## src/rtl/pc_seq_pkg.sv

```systemverilog
// Shared types and helpers for the XM23 fetch PC sequencer.
// Redirect targets are carried at PC_MAX_W and narrowed at the point of use.
package pc_seq_pkg;

    localparam int PC_MAX_W = 32;

    typedef enum logic [1:0] {
        RUN   = 2'd0,
        FLUSH = 2'd1,
        HALT  = 2'd2
    } pc_state_t;

    typedef enum logic [1:0] {
        NONE   = 2'd0,
        BRANCH = 2'd1,
        EXC    = 2'd2
    } redirect_cause_t;

    typedef struct packed {
        logic                  valid;
        redirect_cause_t       cause;
        logic [PC_MAX_W-1:0]   target;
    } pend_redirect_t;

    function automatic logic [PC_MAX_W-1:0] align_pc(
        input logic [PC_MAX_W-1:0] pc,
        input logic                en
    );
        logic [PC_MAX_W-1:0] r;
        r = pc;
        if (en) r[0] = 1'b0;
        return r;
    endfunction

endpackage

```

## src/rtl/pc_flush_timer.sv

```systemverilog
// Loadable down-counter timing the post-redirect flush window.
// done pulses on the unfrozen 1->0 step; load always wins.
module pc_flush_timer #(
    parameter int FLUSH_CYCLES = 2
) (
    input  logic clk,
    input  logic rst_n,
    input  logic load,
    input  logic freeze,
    output logic done
);

    localparam int CNT_W = $clog2(FLUSH_CYCLES + 1);

    logic [CNT_W-1:0] cnt_q, cnt_d;

    always_comb begin
        cnt_d = cnt_q;
        if (load) begin
            cnt_d = CNT_W'(FLUSH_CYCLES);
        end else if (!freeze && cnt_q != '0) begin
            cnt_d = cnt_q - CNT_W'(1);
        end
    end

    assign done = !load && !freeze && (cnt_q == CNT_W'(1));

    always_ff @(posedge clk or negedge rst_n) begin
        if (!rst_n) cnt_q <= '0;
        else        cnt_q <= cnt_d;
    end

endmodule

```

## src/rtl/pc_sequencer.sv

```systemverilog
// Fetch-stage program-counter sequencer: sequential/branch-recovery/exception
// PC selection, stall-deferred redirects, flush window and halt/resume.
module pc_sequencer
    import pc_seq_pkg::*;
#(
    parameter int              PC_W         = 16,
    parameter int              STALL_W      = 8,
    parameter logic [PC_W-1:0] RESET_VEC    = '0,
    parameter int              FLUSH_CYCLES = 2,
    parameter bit              ALIGN_LSB    = 1'b1
) (
    input  logic               clk,
    input  logic               rst_n,
    input  logic [PC_W-1:0]    pc_next,
    input  logic [PC_W-1:0]    lbpc,
    input  logic               branch_fail,
    input  logic               exc_req,
    input  logic [PC_W-1:0]    exc_vec,
    input  logic               halt_req,
    input  logic               resume,
    input  logic [STALL_W-1:0] stall_in,
    output logic [PC_W-1:0]    true_pc,
    output logic               pc_valid,
    output logic               flush,
    output logic [PC_W-1:0]    epc,
    output logic [1:0]         state
);

    localparam logic [PC_W-1:0] RESET_PC =
        PC_W'(align_pc(PC_MAX_W'(RESET_VEC), ALIGN_LSB));

    pc_state_t         state_q, state_d;
    logic [PC_W-1:0]   pc_q, pc_d;
    logic [PC_W-1:0]   epc_q, epc_d;
    pend_redirect_t    pend_q, pend_d;

    logic                  stalled;
    logic                  redir_valid;
    redirect_cause_t       redir_cause;
    logic [PC_MAX_W-1:0]   redir_tgt;
    logic                  tmr_load, tmr_freeze, tmr_done;

    assign stalled = |stall_in;

    // A held exception outranks a live branch_fail; otherwise live wins.
    always_comb begin
        redir_valid = 1'b1;
        redir_cause = EXC;
        redir_tgt   = PC_MAX_W'(exc_vec);
        if (exc_req) begin
            redir_cause = EXC;
        end else if (pend_q.valid && pend_q.cause == EXC) begin
            redir_tgt   = pend_q.target;
        end else if (branch_fail) begin
            redir_cause = BRANCH;
            redir_tgt   = PC_MAX_W'(lbpc);
        end else if (pend_q.valid) begin
            redir_cause = pend_q.cause;
            redir_tgt   = pend_q.target;
        end else begin
            redir_valid = 1'b0;
            redir_cause = NONE;
        end
    end

    always_comb begin
        state_d    = state_q;
        pc_d       = pc_q;
        epc_d      = epc_q;
        pend_d     = pend_q;
        tmr_load   = 1'b0;
        tmr_freeze = 1'b1;
        case (state_q)
            RUN, FLUSH: begin
                if (stalled) begin
                    if (exc_req) begin
                        pend_d = '{1'b1, EXC, PC_MAX_W'(exc_vec)};
                    end else if (branch_fail &&
                                 !(pend_q.valid && pend_q.cause == EXC)) begin
                        pend_d = '{1'b1, BRANCH, PC_MAX_W'(lbpc)};
                    end
                end else if (redir_valid) begin
                    pc_d     = PC_W'(align_pc(redir_tgt, ALIGN_LSB));
                    if (redir_cause == EXC) epc_d = pc_q;
                    pend_d   = '0;
                    tmr_load = 1'b1;
                    state_d  = FLUSH;
                end else if (state_q == RUN) begin
                    if (halt_req) begin
                        state_d = HALT;
                    end else begin
                        pc_d = PC_W'(align_pc(PC_MAX_W'(pc_next), ALIGN_LSB));
                    end
                end else begin
                    tmr_freeze = 1'b0;
                    if (tmr_done) state_d = RUN;
                end
            end
            HALT: begin
                if (exc_req) begin
                    pc_d     = PC_W'(align_pc(PC_MAX_W'(exc_vec), ALIGN_LSB));
                    epc_d    = pc_q;
                    pend_d   = '0;
                    tmr_load = 1'b1;
                    state_d  = FLUSH;
                end else if (resume) begin
                    state_d = RUN;
                end
            end
            default: state_d = RUN;
        endcase
    end

    pc_flush_timer #(
        .FLUSH_CYCLES(FLUSH_CYCLES)
    ) u_timer (
        .clk   (clk),
        .rst_n (rst_n),
        .load  (tmr_load),
        .freeze(tmr_freeze),
        .done  (tmr_done)
    );

    always_ff @(posedge clk or negedge rst_n) begin
        if (!rst_n) begin
            state_q <= RUN;
            pc_q    <= RESET_PC;
            epc_q   <= '0;
            pend_q  <= '0;
        end else begin
            state_q <= state_d;
            pc_q    <= pc_d;
            epc_q   <= epc_d;
            pend_q  <= pend_d;
        end
    end

    assign true_pc  = pc_q;
    assign epc      = epc_q;
    assign state    = state_q;
    assign pc_valid = (state_q == RUN);
    assign flush    = (state_q == FLUSH);

endmodule

```

## config.mk

```make
export PLATFORM = sky130hd
export DESIGN_NAME = pc_sequencer
export DESIGN_NICKNAME = d
export VERILOG_FILES = /design/src/rtl/pc_seq_pkg.sv /design/src/rtl/pc_flush_timer.sv /design/src/rtl/pc_sequencer.sv
export SDC_FILE = /design/constraint.sdc
export NUM_CORES = 1
export LEC_CHECK = 0
export CAP_MARGIN = 20
export CORE_ASPECT_RATIO = 0.8
export CORE_MARGIN = 2
export CORE_UTILIZATION = 43
export CTS_CLUSTER_SIZE = 10
export DETAILED_ROUTE_END_ITERATION = 8
export GPL_TIMING_DRIVEN = 0
export PLACE_DENSITY_LB_ADDON = 0.3
export SKIP_CTS_REPAIR_TIMING = 1
export SLEW_MARGIN = 40
export SYNTH_ARGS = -nofsm -noshare
export SYNTH_HDL_FRONTEND = slang
export SYNTH_SLANG_ARGS = --single-unit
```

## constraint.sdc

```tcl
create_clock -name clk -period 2 [get_ports clk]
set_input_delay 0.4 -clock clk [delete_from_list [all_inputs] [get_ports clk]]
set_output_delay 0.4 -clock clk [all_outputs]
set_load 0.05 [all_outputs]
```

==> results of run 1 <==
logic make-up after synthesis:
| family | Yosys count | synth area share (%) |
|---|---|---|
| mux | 75 | 25.0 |
| buf+inv | 36 | 4.84 |
| flops | 52 | 40.3 |
| other cells | 1 | 0.116 |
| simple gates | 70 | 9.95 |
| compound gates | 92 | 18.7 |
| fa+ha+maj | 2 | 0.774 |
| xor+xnor | 1 | 0.271 |
cells in the final DEF (no fill, tap or decap), types with 2 or more instances in the layout:
| master | instances |
|---|---|
| a21oi_1 | 35 |
| a221oi_1 | 13 |
| buf_12 | 2 |
| buf_2 | 2 |
| buf_4 | 24 |
| buf_6 | 6 |
| clkbuf_1 | 9 |
| clkbuf_2 | 14 |
| clkbuf_4 | 4 |
| clkbuf_8 | 5 |
| clkdlybuf4s50_1 | 80 |
| conb_1 | 2 |
| dfrtp_1 | 51 |
| dlymetal6s2s_1 | 2 |
| ha_1 | 2 |
| inv_1 | 6 |
| mux2_2 | 34 |
| mux2_4 | 12 |
| mux2i_1 | 29 |
| nand2_1 | 2 |
| nand2b_1 | 2 |
| nand3b_1 | 2 |
| nor2_1 | 50 |
| o211ai_1 | 15 |
| o21a_1 | 2 |
| o21ai_0 | 15 |
| or4_4 | 2 |
cells in the mapped netlist (6+ instances only):
| cell type | count | share of area (%) |
|---|---|---|
| a21oi_1 | 35 | 5.4 |
| a221oi_1 | 14 | 3.8 |
| clkbuf_1 | 21 | 2.4 |
| dfrtp_1 | 52 | 40 |
| inv_1 | 6 | 0.70 |
| mux2_1 | 9 | 3.1 |
| mux2_2 | 37 | 13 |
| mux2i_1 | 29 | 9.0 |
| nor2_1 | 51 | 5.9 |
| o211ai_1 | 15 | 3.5 |
| o21ai_0 | 16 | 2.5 |
per-stage QoR:
stage	area (µm²)	utilization [%]
4_1_cts	4380	59.5
3_5_place_dp	4290	58.3
3_3_place_gp	4270	58.0
2_1_floorplan	3250	-
5_1_grt	4690	63.8
6_report	4690	63.8
state kept, by name, indices dropped and copies added (netlist names):
register / flops
u_timer.cnt_q: 2
epc: 15
pend_q: 18
state: 2
true_pc: 15
worst paths after layout:
path / from / cells after the start / end / slack (ns)
max: stall_in[4] / 7 / pend_q[32]$_DFFE_PN0P_ / -0.06
min: rst_n / 2 / epc[6]$_DFFE_PN0P_ / 0.46
max reg2reg: pend_q[34]$_DFFE_PN0P_ / 7 / pend_q[32]$_DFFE_PN0P_ / -0.05
min reg2reg: epc[9]$_DFFE_PN0P_ / 1 / epc[9]$_DFFE_PN0P_ / 0.51
max in group asynchronous: rst_n / 3 / state[1]$_DFFE_PN0P_ / 1.06
min in group clk: epc[9]$_DFFE_PN0P_ / 1 / epc[9]$_DFFE_PN0P_ / 0.51
metal layers:
metal / wire (µm) / up-vias / share of wire (%)
met3: 682 / 13 / 7.0
met2: 4380 / 148 / 45
met4: 147 / 0 / 1.5
met5: 0 / - / 0
met1: 4510 / 1498 / 46
li1: - / 1447 / -
report_power, final:
part | switching [µW] | internal [µW]
combinational | 674 | 535
clock | 374 | 249
sequential | 101 | 1190
final cells by class:
class,count,area (µm²)
Fill cell,603,2660
Multi-Input combinational cell,242,1870
Sequential cell,52,1300
Timing Repair Buffer,118,1120
Buffer,27,173
Tap cell,90,113
Clock buffer,5,68.8
Inverter,6,22.5
Clock inverter,3,21.3
==> key figures, run 1 <==
Worst setup path
  – Buf+Inv Stages, Crit Path: 3
  – CP required: between 2 and 2.5 ns
  – Worst-path cell chain: clkbuf_2, or4_4, or2_4, a221oi_4, buf_6, clkbuf_16, mux2_4
  – Crit path kind: in2reg
  – Crit path max-delay family: simple AND/OR/NAND/NOR gates
  – CP max stage cell: or4_4
  – Arr. time, crit path: between 2 and 2.5 ns
  – Crit-path max FO: 8
  – Startpoint Class: primary input
  – Worst path max stage delay: roughly 0.56 ns
  – Worst Setup End Kind: register

STA
  – Final period util: 103%
  – Final setup margin: -0.0626 ns
  – Setup tns final: -0.995 ns
  – Worst clock skew: a little under 0.008 ns
  – WHS: around 0.46 ns
  – Final min period: 2.06 ns
  – Slew Viols, Final: 0
  – Slew margin rel.: 49.8%
  – Worst Max-Slew Pin Slew: about 0.75 ns
  – RSZ-0062 raised after global routing: true
  – Final hold viol count: 0
  – Final setup viols: 24
  – Fmax: between 0.4 and 0.5 GHz

Die
  – Die area: between 8000 and 9000 µm²
  – Chip Width: 101 µm
  – Num ports: 98
  – Die Y: a little over 80 µm
  – Core footprint: 7360 µm²
  – Initial Util: between 40% and 50%
  – # rows: 28

Routing
  – DR pass1 iterations: 5
  – Initial DRC count: about 200
  – Final wirelength: between 9000 and 10000 µm
  – Via-per-instance ratio: 5.72
  – Routed wire per std cell: roughly 18 µm
  – DRT antenna net count: 0
  – DR DRC count: 0
  – DR vias: slightly above 3000

Power and ir drop
  – Leak: ~0.0021 µW
  – Tot Pwr: between 3000 and 4000 µW
  – PD cells: about 660 nW/µm²
  – Maximum vdd drop: about 320 µV

Placement
  – Routability cong.: about 0.9
  – Buffers added on ports: 91
  – Cells after DPL: slightly above 500
  – Setup WS pre-CTS: -0.982 ns
  – Dpl hpwl: just over 7000 µm

Synthesis
  – Synthesized area: 3230 µm²
  – Dominant synthesized flop cell: dfrtp_1
  – Avg Synthesized Cell Area: approximately 9.8 µm²
  – Syn. warnings: 0
  – Post-synthesis cell type count: slightly above 40
  – Synth Instances: 329
  – Number of flops mapped to enable cells by yosys: 0
  – Ys async rst share: 100%
  – Sequential cell area fraction in the yosys report: between 40% and 50%
  – Synthesized flop and latch total: 52

Global routing
  – Vias in the first global route: between 2000 and 3000
  – Met3 Use GR: about 3.1%
  – First-pass GRT wire length: around 15000 µm
  – Met2 Use GR: 34.4%
  – Gr busiest metal: met1
  – Total grt overflow: 0
  – Largest net degree at the start of global routing: 42
  – Initial antenna violation count: 0
  – Routing usage on met1: a little over a third
  – GRT Resource Usage Total: 22.8%

Finish
  – Antenna Cells: 0
  – Area Growth Syn to Fin: 45.3%
  – Fin cells: about 540
  – NumNets Final: 516
  – Share of post-route cells with drive strength above 1: between 20% and 30%

Clocking
  – Worst-Skew Late Latency: 0.31 ns
  – CTS tree: done
  – H-Tree Depth: 2
  – TritonCTS buffer count: 5
  – Clock Pin Slew Worst Setup and Hold Paths: 0.10 ns
  – Clk sink count: 52
  – Clock root cell: clkbuf_8
  – Clock tree buffer depth: 2

Run status
  – Status: finished with violations
  – Violated checks: setup timing

Min path
  – Hold Path Class: in2async

Job
  – Max cap viols: 0
Note: power is estimated with default switching activity, not from simulation.
==> run 2, diff against run 1 <==
Settings changed: CTS_CLUSTER_SIZE 10 to 28, SLEW_MARGIN 40 to unset.
==> run 2 against run 1 <==
Against the previous run: the flow still finishes with violations (setup timing); combinational power barely moved; hold slack got worse by 0.41 ns; maximum frequency fell by 1.0%; sequential share of layout area fell by 0.10 points; utilization rose by 0.24 points.
==> key figures, run 2 (synthesized netlist as in run 1, its figures left out) <==
Die
  – Die area: roughly 8200 µm²
  – Initial Util: between 40% and 50%
  – Core footprint: about 7400 µm²
  – Die Y: just over 80 µm
  – Chip Width: between 100 and 150 µm
  – # rows: 28
  – Num ports: just under 100

Global routing
  – Largest net degree at the start of global routing: 29
  – Total grt overflow: 0
  – Vias in the first global route: around 2800
  – Initial antenna violation count: 0
  – GRT Resource Usage Total: 22.8%
  – First-pass GRT wire length: ~15000 µm

STA
  – Final hold viol count: 0
  – Final period util: 104%
  – Fmax: between 0.4 and 0.5 GHz
  – Final setup viols: 25
  – RSZ-0062 raised after global routing: true
  – Worst clock skew: between 0.006 and 0.007 ns
  – Final setup margin: -0.0835 ns
  – Slew Viols, Final: 0
  – Final min period: 2.08 ns
  – Setup tns final: -0.913 ns
  – Slew margin rel.: approximately 50%
  – WHS: between 0.05 and 0.06 ns
  – Worst Max-Slew Pin Slew: roughly 0.75 ns

Finish
  – Area Growth Syn to Fin: 45.8%
  – Commonest non-fill, non-tap cells in the layout: clkdlybuf4s50_1, dfrtp_1, nor2_1
  – Leading cell type in the layout, fill and taps excluded: clkdlybuf4s50_1
  – Max reg flops: 18
  – Top reg by flops: pend_q
  – Antenna Cells: 0
  – NumNets Final: 517
  – Fin area: ~4700 µm²
  – Share of post-route cells with drive strength above 1: between 20% and 30%

Worst setup path
  – Worst Setup End Kind: register
  – CP Launch Point: pend_q[34]$_DFFE_PN0P_
  – Crit-path max FO: 8
  – Crit path kind: reg2reg
  – Reg2Reg Depth: 7
  – R2R Path End: pend_q[32]$_DFFE_PN0P_
  – Reg2reg start: pend_q[34]$_DFFE_PN0P_
  – R2R setup slack: -0.08 ns
  – CP required: between 2 and 2.5 ns
  – Arr. time, crit path: 2.29 ns
  – Startpoint Class: register

Routing
  – DRT antenna net count: 0
  – Initial DRC count: about 200
  – Routed wire per std cell: 18.2 µm
  – DR DRC count: 0
  – DR vias: roughly 3000
  – Final wirelength: about 9900 µm
  – DR pass1 iterations: 4
  – Via-per-instance ratio: ~5.7

Clocking
  – Clock root cell: clkbuf_8
  – Clk sink count: 52
  – Clock tree buffer depth: 2
  – Worst-Skew Late Latency: between 0.3 and 0.4 ns
  – TritonCTS buffer count: 5
  – H-Tree Depth: 2
  – Clock Pin Slew Worst Setup and Hold Paths: approximately 0.10 ns
  – CTS tree: done

Placement
  – Dpl hpwl: 7040 µm
  – Buffers added on ports: a little over 90
  – Post-DP Area: 4290 µm²
  – Routability cong.: a little under 0.9

Job
  – Max cap viols: 0

Power and ir drop
  – Maximum vdd drop: between 300 and 400 µV
  – Leak: about 0.0021 µW
  – PD cells: 663 nW/µm²

Run status
  – Status: finished with violations
  – Violated checks: setup timing

Min path
  – Hold Path Class: in2async
==> run 2: changes by cell type in the layout (fill, tap and decap cells not counted), sizes merged <==
cell	previous run	this run
dlymetal6s2s	2	3
dlygate4sd3	1	0
buf	34	37
clkbuf	33	31
==> run 2: metal layers <==
| layer | share of wire [%] | wire length, µm | track usage, % |
|---|---|---|---|
| met5 | 0 | 0 | 0 |
| met4 | 1.6 | 154 | 5.68 |
| met3 | 5.5 | 549 | 2.89 |
| met2 | 45 | 4500 | 34.7 |
| met1 | 48 | 4710 | 34.4 |
==> run 2: final cells by class <==
type	instances	area, µm²
buffer	27	174
clock buffer	5	68.8
clock inverter	3	21.3
fill	611	2650
inverter	6	22.5
multi-input combinational	242	1880
sequential	52	1300
tap	90	113
timing repair buffer	119	1130
==> run 2: how the worst max path moves through the flow <==
stage	end	slack (ns)	cells after the start
detailed placement	pend_q[15]$_DFFE_PN0P_	-0.99	6
global route	pend_q[15]$_DFFE_PN0P_	-0.13	7
global placement	state[1]$_DFFE_PN0P_	-1.25	1
CTS	pend_q[15]$_DFFE_PN0P_	-0.66	6
finish	pend_q[32]$_DFFE_PN0P_	-0.08	7
floorplan	pend_q[10]$_DFFE_PN0P_	-0.31	5
==> run 2: per-stage QoR <==
stage                     instances  setup WS, ns  power (µW)  util, %
after floorplan                 330        -0.314        1980        -
after global placement          511         -1.25        2400     58.0
after detailed placement        512        -0.989        2430     58.2
after CTS                       520        -0.657        3050     59.5
after global routing            544        -0.130        3260     64.0
final                           544       -0.0835        3130     64.0
==> run 2: worst max-delay path, stage by stage (launching register included) <==
cell and delay, ns:
dfrtp_1 0.42, buf_6 0.14, and3b_2 0.23, o21a_1 0.23, a221oi_4 0.29, buf_6 0.19, clkbuf_16 0.17, mux2_4 0.30
==> run 2: where the power goes <==
part,switching (µW),leakage (µW),internal (µW),total (µW)
registers,101,0.000622,1190,1290
clock network,381,0.0000445,250,631
logic,677,0.00145,530,1210
==> run 3, diff against run 2 <==
Settings changed: CTS_CLUSTER_SIZE 28 to 40, TNS_END_PERCENT set to 50.
==> run 3 against run 2 <==
Against the previous run: the run still ends with setup timing left; cell count fell by 1.7%; die area stayed put; first-iteration DRC count down 7.1%; critical path depth is the same; sequential share of layout area grew 0.57 points; utilization down 1.3 points; hold slack improved by 0.077 ns; total power fell by 0.72%; final area fell by 2.1%; flip-flop and latch count unchanged; critical path type is now in2reg; critical endpoint unchanged.
==> key figures, run 3 (synthesized netlist as in run 1, its figures left out) <==
STA
  – Final hold viol count: 0
  – Final min period: around 2.1 ns
  – Worst clock skew: 0.00767 ns
  – Slew margin rel.: around half
  – Worst Max-Slew Pin Slew: between 0.7 and 0.8 ns
  – Final setup margin: -0.0982 ns
  – Final period util: 105%
  – Final setup viols: 18
  – WHS: around 0.13 ns
  – Fmax: 0.477 GHz
  – RSZ-0062 raised after global routing: true
  – Slew Viols, Final: 0

Global routing
  – Initial antenna violation count: 0
  – First-pass GRT wire length: approximately 14000 µm
  – Vias in the first global route: 2825
  – Largest net degree at the start of global routing: 33
  – Total grt overflow: 0
  – GRT Resource Usage Total: 22.7%

Routing
  – Routed wire per std cell: between 15 and 20 µm
  – Initial DRC count: 184
  – DR pass1 iterations: 5
  – DR DRC count: 0
  – Final wirelength: ~9700 µm
  – Via-per-instance ratio: approximately 5.7
  – DR vias: 3037
  – DRT antenna net count: 0

Die
  – # rows: 28
  – Die area: around 8000 µm²
  – Num ports: 98
  – Core footprint: approximately 7400 µm²
  – Die Y: approximately 82 µm
  – Initial Util: between 40% and 50%
  – Chip Width: roughly 100 µm

Finish
  – Share of post-route cells with drive strength above 1: approximately a quarter
  – Area Growth Syn to Fin: 42.8%
  – Max reg flops: 18
  – # fillers: between 600 and 700
  – Top reg by flops: pend_q
  – Antenna Cells: 0
  – Commonest non-fill, non-tap cells in the layout: clkdlybuf4s50_1, dfrtp_1, nor2_1
  – Leading cell type in the layout, fill and taps excluded: clkdlybuf4s50_1
  – NumNets Final: a little over 500

Worst setup path
  – Worst-path cell chain: clkbuf_2, or4_4, or2_4, a221oi_4, buf_6, buf_8, mux2_4
  – Arr. time, crit path: between 2 and 2.5 ns
  – CP required: about 2.2 ns
  – CP max stage cell: or4_4
  – Startpoint Class: primary input
  – Worst Setup End Kind: register
  – Worst path max stage delay: about 0.58 ns
  – Crit path kind: in2reg
  – Crit-path max FO: 5

Min path
  – Hold Path Class: in2async

Run status
  – Status: finished with violations
  – Violated checks: setup timing

Clocking
  – CTS tree: done
  – H-Tree Depth: 2
  – Clock tree buffer depth: 2
  – Worst-Skew Late Latency: approximately 0.32 ns
  – Clock root cell: clkbuf_8
  – TritonCTS buffer count: 5
  – Clock Pin Slew Worst Setup and Hold Paths: 0.11 ns
  – Clk sink count: 52

Placement
  – Routability cong.: just under 0.9
  – Dpl hpwl: approximately 7000 µm
  – Buffers added on ports: 91
  – Setup WS pre-CTS: -0.966 ns

Power and ir drop
  – PD cells: 673 nW/µm²
  – Leak: ~0.0021 µW
  – Maximum vdd drop: ~270 µV

Job
  – Max cap viols: 0
[run 3: area by class of cell]
class | instances | area, µm² | share of cell area, %
flip-flops and latches | 52 | 1300 | 28.2
clock buffers | 5 | 68.8 | 1.49
repair buffers | 109 | 1060 | 23.0
plain buffers | 28 | 170 | 3.69
well taps | 90 | 113 | 2.44
multi-input cells | 242 | 1850 | 40.2
inverters | 6 | 22.5 | 0.488
clock inverters | 3 | 21.3 | 0.461
[run 3: power breakdown]
| part | internal [µW] | switching, µW | total, µW | leakage (µW) |
|---|---|---|---|---|
| Sequential | 1190 | 99.8 | 1290 | 0.000624 |
| Clock | 249 | 384 | 633 | 0.0000445 |
| Combinational | 510 | 673 | 1180 | 0.00141 |
| Total | 1950 | 1160 | 3100 | 0.00208 |
[run 3: stage by stage]
stage | setup TNS (ns) | cell area, µm² | utilization (%) | power (µW) | cells
3_5_place_dp | -41.78 | 4290 | 58.3 | 2440 | 512
5_1_grt | -2.61 | 4610 | 62.7 | 3240 | 535
3_3_place_gp | -94.75 | 4260 | 58.0 | 2400 | 511
4_1_cts | -25.16 | 4380 | 59.5 | 3070 | 520
6_report | -1.11 | 4610 | 62.7 | 3100 | 535
2_1_floorplan | -7.53 | 3240 | - | 1980 | 330
[run 3: worst paths after layout]
path / from / end / slack, ns / depth (start not counted)
max in group asynchronous: rst_n / pend_q[32]$_DFFE_PN0P_ / 1.30 / 2
worst min register to register: epc[1]$_DFFE_PN0P_ / epc[1]$_DFFE_PN0P_ / 0.51 / 1
worst max-delay path: stall_in[6] / pend_q[32]$_DFFE_PN0P_ / -0.1 / 7
worst min-delay path: rst_n / epc[7]$_DFFE_PN0P_ / 0.13 / 1
min in group clk: epc[1]$_DFFE_PN0P_ / epc[1]$_DFFE_PN0P_ / 0.51 / 1
worst max register to register: pend_q[34]$_DFFE_PN0P_ / pend_q[32]$_DFFE_PN0P_ / -0.07 / 7
[run 3: critical path, delay by kind of cell]
family | cells | cell delay, ns
mux | 1 | 0.30
buf+inv | 3 | 0.38
compound gates | 1 | 0.35
simple gates | 2 | 0.88
[run 3: metal layers]
layer | vias to the layer above | wire [µm] | global-route usage, %
li1 | 1430 | - | -
met1 | 1467 | 4580 | 33.5
met2 | 128 | 4410 | 34.6
met3 | 12 | 554 | 3.57
met4 | 0 | 128 | 6.22
met5 | - | 0 | 0
==> RTL change 1, RTL diff (flow settings as in run 2) <==
Make the reset (`rst_n`) synchronous in 2 clocked blocks.
--- a/src/rtl/pc_flush_timer.sv
+++ b/src/rtl/pc_flush_timer.sv
@@ -26,5 +26,5 @@
     assign done = !load && !freeze && (cnt_q == CNT_W'(1));
 
-    always_ff @(posedge clk or negedge rst_n) begin
+    always_ff @(posedge clk) begin
         if (!rst_n) cnt_q <= '0;
         else        cnt_q <= cnt_d;
--- a/src/rtl/pc_sequencer.sv
+++ b/src/rtl/pc_sequencer.sv
@@ -122,5 +122,5 @@
     );
 
-    always_ff @(posedge clk or negedge rst_n) begin
+    always_ff @(posedge clk) begin
         if (!rst_n) begin
             state_q <= RUN;
Behaviour: differs if rst_n is asserted again (counterexample within 4 cycles, from zero or initial values and one cycle with rst_n low); with rst_n held inactive, the same outputs for 4 cycles.
==> RTL change 1 against run 2 <==
- synthesized area fell by 11%
- via count fell by 6.6%
- sequential cell count did not move
- worst setup slack improved by 130 ps
- cell area fell by 11%
- largest cell class unchanged
- routed wire length fell by 13%
Power is not compared: it rests on default switching activity, and its combinational part moved more than twofold at a synthesized area within 25%.
==> RTL change 1: results (changes against run 2) <==
| Step | Item | Value | Delta |
|:---|:---|:---|:---|
| outcome | Run status | finished, final reports clean |  |
| logic synthesis | Post-synthesis mux area share | 0.05565 | -0.1945 |
| global routing | Total GRT Usage | 0.2368 | +0.009211 |
| routing | Detailed-routed wire length on met3 | 541 um | -1.5% |
| routing | Vias after detailed routing | 2884 | -6.6% |
| sta | Max Clock Skew | 6.249 ps | -0.2366 ps |
| placement | Port buffer count | 90 | -1.1% |
| hold path | Hold Path Class | flip-flop to flip-flop |  |
| logic synthesis | Top post-synthesis cells by count | 52 x sky130_fd_sc_hd__dfxtp_1, 47 x sky130_fd_sc_hd__nand2_1, 17 x sky130_fd_sc_hd__nor3_1 |  |
| routing | Vias per cell | 5.633 | -0.74% |
| placement | Post-Place Setup Slack | -555.2 ps | +434.3 ps |
| logic synthesis | Complex-gate fraction of the synthesized area | 0.3078 | +0.1204 |
| placement | Area post-placement | 3892 um2 | -9.2% |
| logic synthesis | Proportion of register bits with asynchronous set or reset after synthesis | 0 | -1.000 |
| global routing | Met1 track demand over resource | 0.3410 | -0.002650 |
| worst setup path | Launch point of the worst reg-to-reg path | pend_q[34] |  |
| global routing | Met3 routing resource usage after global routing | 0.03438 | +0.005445 |
| worst setup path | Start point of the critical path | true_pc[14] |  |
| logic synthesis | Syn Area/Cell | 9.021 um2 | -8.1% |
| sta | Relative slew margins | 0.6010 | +0.1005 |
| placement | Post-DP HPWL | 6.499 mm | -7.7% |
| global routing | Maximum number of pins on one net before global-route repair | 19 | -34% |
| worst setup path | Worst path top cell family by delay | buffers and inverters |  |
| layout | Non-clk bufs | 130 | -11% |
| layout | Total number of multi-input combinational cells | 231 | -4.5% |
| worst setup path | Depth of the most critical reg-to-reg path | 6 | -1 |
| placement | Routability congestion estimate | 0.8898 | -0.24% |
| layout | Relative area of non-clock buffer cells in the final design | 0.2824 | +0.004838 |
| layout | Number of nets in the layout | 491 | -5.0% |
| logic synthesis | Sequential share of the synthesized area | 0.3617 | -0.04105 |
| worst setup path | Worst r2r dst | true_pc[10] |  |
| layout | Clock tree cell share of total cell area | 0.02294 | +0.003814 |
| worst setup path | Critical path endpoint | true_pc[14] |  |
==> RTL change 1: cell count changes in the layout (fill, tap and decap cells not counted), moves of 16 or more <==
cell                             run 2  this run
sky130_fd_sc_hd__a21oi_1            35         7
sky130_fd_sc_hd__a32o_1              0        16
sky130_fd_sc_hd__dfrtp_1            51         0
sky130_fd_sc_hd__dfxtp_1             0        50
sky130_fd_sc_hd__mux2_2             34         0
sky130_fd_sc_hd__nand2_1             2        47
sky130_fd_sc_hd__nor2_1             50         7
sky130_fd_sc_hd__nor3_1              1        17
==> RTL change 1: power by group through the flow <==
stage                     sequential (mW)  combinational (mW)  clock [mW]
after detailed placement             1.10               0.393           0
after CTS                            1.08               0.394       0.660
after global routing                 1.08               0.461       0.716
final                                1.08               0.430       0.660
after global placement               1.10               0.386           0
after floorplan                      1.10               0.206           0
==> RTL change 2, RTL diff (config.mk and constraints of run 2) <==
Made on the original files. `FLUSH_CYCLES` is set to 2 in 2 places; all go to 1.
--- a/src/rtl/pc_flush_timer.sv
+++ b/src/rtl/pc_flush_timer.sv
@@ -2,5 +2,5 @@
 // done pulses on the unfrozen 1->0 step; load always wins.
 module pc_flush_timer #(
-    parameter int FLUSH_CYCLES = 2
+    parameter int FLUSH_CYCLES = 1
 ) (
     input  logic clk,
--- a/src/rtl/pc_sequencer.sv
+++ b/src/rtl/pc_sequencer.sv
@@ -7,5 +7,5 @@
     parameter int              STALL_W      = 8,
     parameter logic [PC_W-1:0] RESET_VEC    = '0,
-    parameter int              FLUSH_CYCLES = 2,
+    parameter int              FLUSH_CYCLES = 1,
     parameter bit              ALIGN_LSB    = 1'b1
 ) (
Check against the original RTL: not equivalent (Yosys sat finds a counterexample within 4 cycles, from zero or initial values and one cycle with rst_n low).
==> RTL change 2 against run 2 <==
- the run still ends with setup timing left
- routed wire length grew 0.67%
- utilization down 1.8 points
- synthesized area increased by 5.0%
- synthesized cell count shrank 2.4%
- cell area fell by 0.56%
- cell count down 1.5%
- sequential cell count fell by 1
- clock skew is 4.1 ps higher
- worst hold slack better by 430 ps
- first-iteration DRC count grew 9.1%
- worst setup slack better by 5.5 ps
- critical path depth is 4 lower
- combinational power is 6% higher
- total power is 5.9% higher
==> RTL change 2: results (changes against run 2) <==
| Step | Item | Value | Delta |
|:---|:---|:---|:---|
| global routing | Number of global-route vias before repair | 3129 | +11% |
| sta | Final TNS setup | -77.97 ps | +835.0 ps |
| layout | Number of nets in the layout | 493 | -4.6% |
| routing | Vias after detailed routing | 3049 | -1.2% |
| global routing | Met3 routing resource usage after global routing | 0.04798 | +0.01904 |
| sta | Transition time of the tightest slew-check pin | 506.5 ps | -242.7 ps |
| worst setup path | Max stage delay on crit path | 480 ps | +60 ps |
| layout | Layout cell share with drive strength beyond 1 | 0.2297 | -0.04563 |
| layout | Fill cell instance count of the final layout | 594 | -2.8% |
| sta | Max Clock Skew | 10.56 ps | +4.079 ps |
| routing | Total detailed-routing wirelength | 9.986 mm | +0.67% |
| sta | Worst hold-check slack | 483.9 ps | +430.6 ps |
| layout | Area added between synthesis and finish | 38.15% |  |
| placement | Post-Place Setup Slack | -542.1 ps | +447.3 ps |
| logic synthesis | Sequential share of the synthesized area | 0.3764 | -0.02640 |
| worst setup path | Reg-to-reg setup timing slack | 90 ps | +170 ps |
| sta | Slack of the critical path | -77.97 ps | +5.531 ps |
| routing | DR iter-0 viols | 216 | +9.1% |
| global routing | Maximum number of pins on one net before global-route repair | 41 | +41% |
| placement | Routability congestion estimate | 0.8939 | +0.22% |
| sta | Endpoints failing setup | 1 | -96% |
| logic synthesis | Number of unique standard cell types used by synthesis | 46 | +12% |
| logic synthesis | Top post-synthesis cells by count | 51 x sky130_fd_sc_hd__dfrtp_1, 30 x sky130_fd_sc_hd__a21oi_1, 20 x sky130_fd_sc_hd__mux2_2 |  |
| power and ir drop | Highest ir drop seen on vdd | 0.3655 mV | +19% |
| global routing | Wire length of the first global-routing pass | 15.94 mm | +9.1% |
| worst setup path | Critical path peak fanout | 10 | +2 |
| worst setup path | Critical path endpoint | flush |  |
| routing | Routed wl met2 | 4.579 mm | +1.7% |
| routing | Vias per cell | 5.688 | +0.24% |
| placement | Cell total after placement | 519 | +1.4% |
| worst setup path | Arrival time of the worst setup path | 1680 ps | -610 ps |
| outcome | Run status | finished, violations left |  |
| routing | Detailed-routed wire length on met3 | 656 um | +19% |
| logic synthesis | Top cells by area in the synthesized netlist | sky130_fd_sc_hd__dfrtp_1 38%, sky130_fd_sc_hd__mux2_2 6.6%, sky130_fd_sc_hd__a21oi_1 4.4% |  |
| outcome | Failing checks | setup timing |  |
| worst setup path | Worst r2r dst | true_pc[11] |  |
| power and ir drop | Static Leak | 2.016 nW | -4.6% |
| routing | DRT Pass-1 Iters | 5 | +1 |
| worst setup path | Start point of the critical path | state[0] |  |
| power and ir drop | Switching share of total power | 0.3713 | +0.0005427 |
-- RTL change 2: changes by cell type after synthesis, moves of 11 or more --
cell,delta
sky130_fd_sc_hd__o2bb2ai_1,+17
sky130_fd_sc_hd__nand2b_1,+12
sky130_fd_sc_hd__nor4_1,+15
sky130_fd_sc_hd__a21o_1,+15
sky130_fd_sc_hd__mux2i_1,-14
sky130_fd_sc_hd__inv_1,+11
sky130_fd_sc_hd__mux2_2,-17
sky130_fd_sc_hd__nor2_1,-45
-- RTL change 2: power groups by stage --
stage / combinational, mW / sequential [mW] / clock (mW)
5_1_grt: 1.36 / 1.31 / 0.766
4_1_cts: 1.27 / 1.29 / 0.733
3_5_place_dp: 1.26 / 1.31 / 0
3_3_place_gp: 1.24 / 1.30 / 0
2_1_floorplan: 0.462 / 1.61 / 0
6_report: 1.28 / 1.29 / 0.741
-- RTL change 2: layout make-up --
class | instances | area share
multi-input cells | 223 | 0.4041
plain buffers | 30 | 0.04354
inverters | 17 | 0.01362
repair buffers | 103 | 0.2155
clock buffers | 5 | 0.01469
clock inverters | 2 | 0.008013
flip-flops and latches | 51 | 0.2724
well taps | 105 | 0.02804
-- RTL change 2: worst max-delay path: cells and delay by family (launching register included) --
kind	cells	cell delay [ps]
buf+inv	2	660
flops	1	480
simple gates	1	210
-- RTL change 2: cells by family after synthesis --
family                 Yosys count  share of synthesized area
other                            1                   0.001106
and+or+nand+nor                 51                     0.1018
buffers and inverters           48                    0.07564
DFF                             51                     0.3764
muxes                           45                     0.1550
AOI/OAI and AO/OA              125                     0.2900
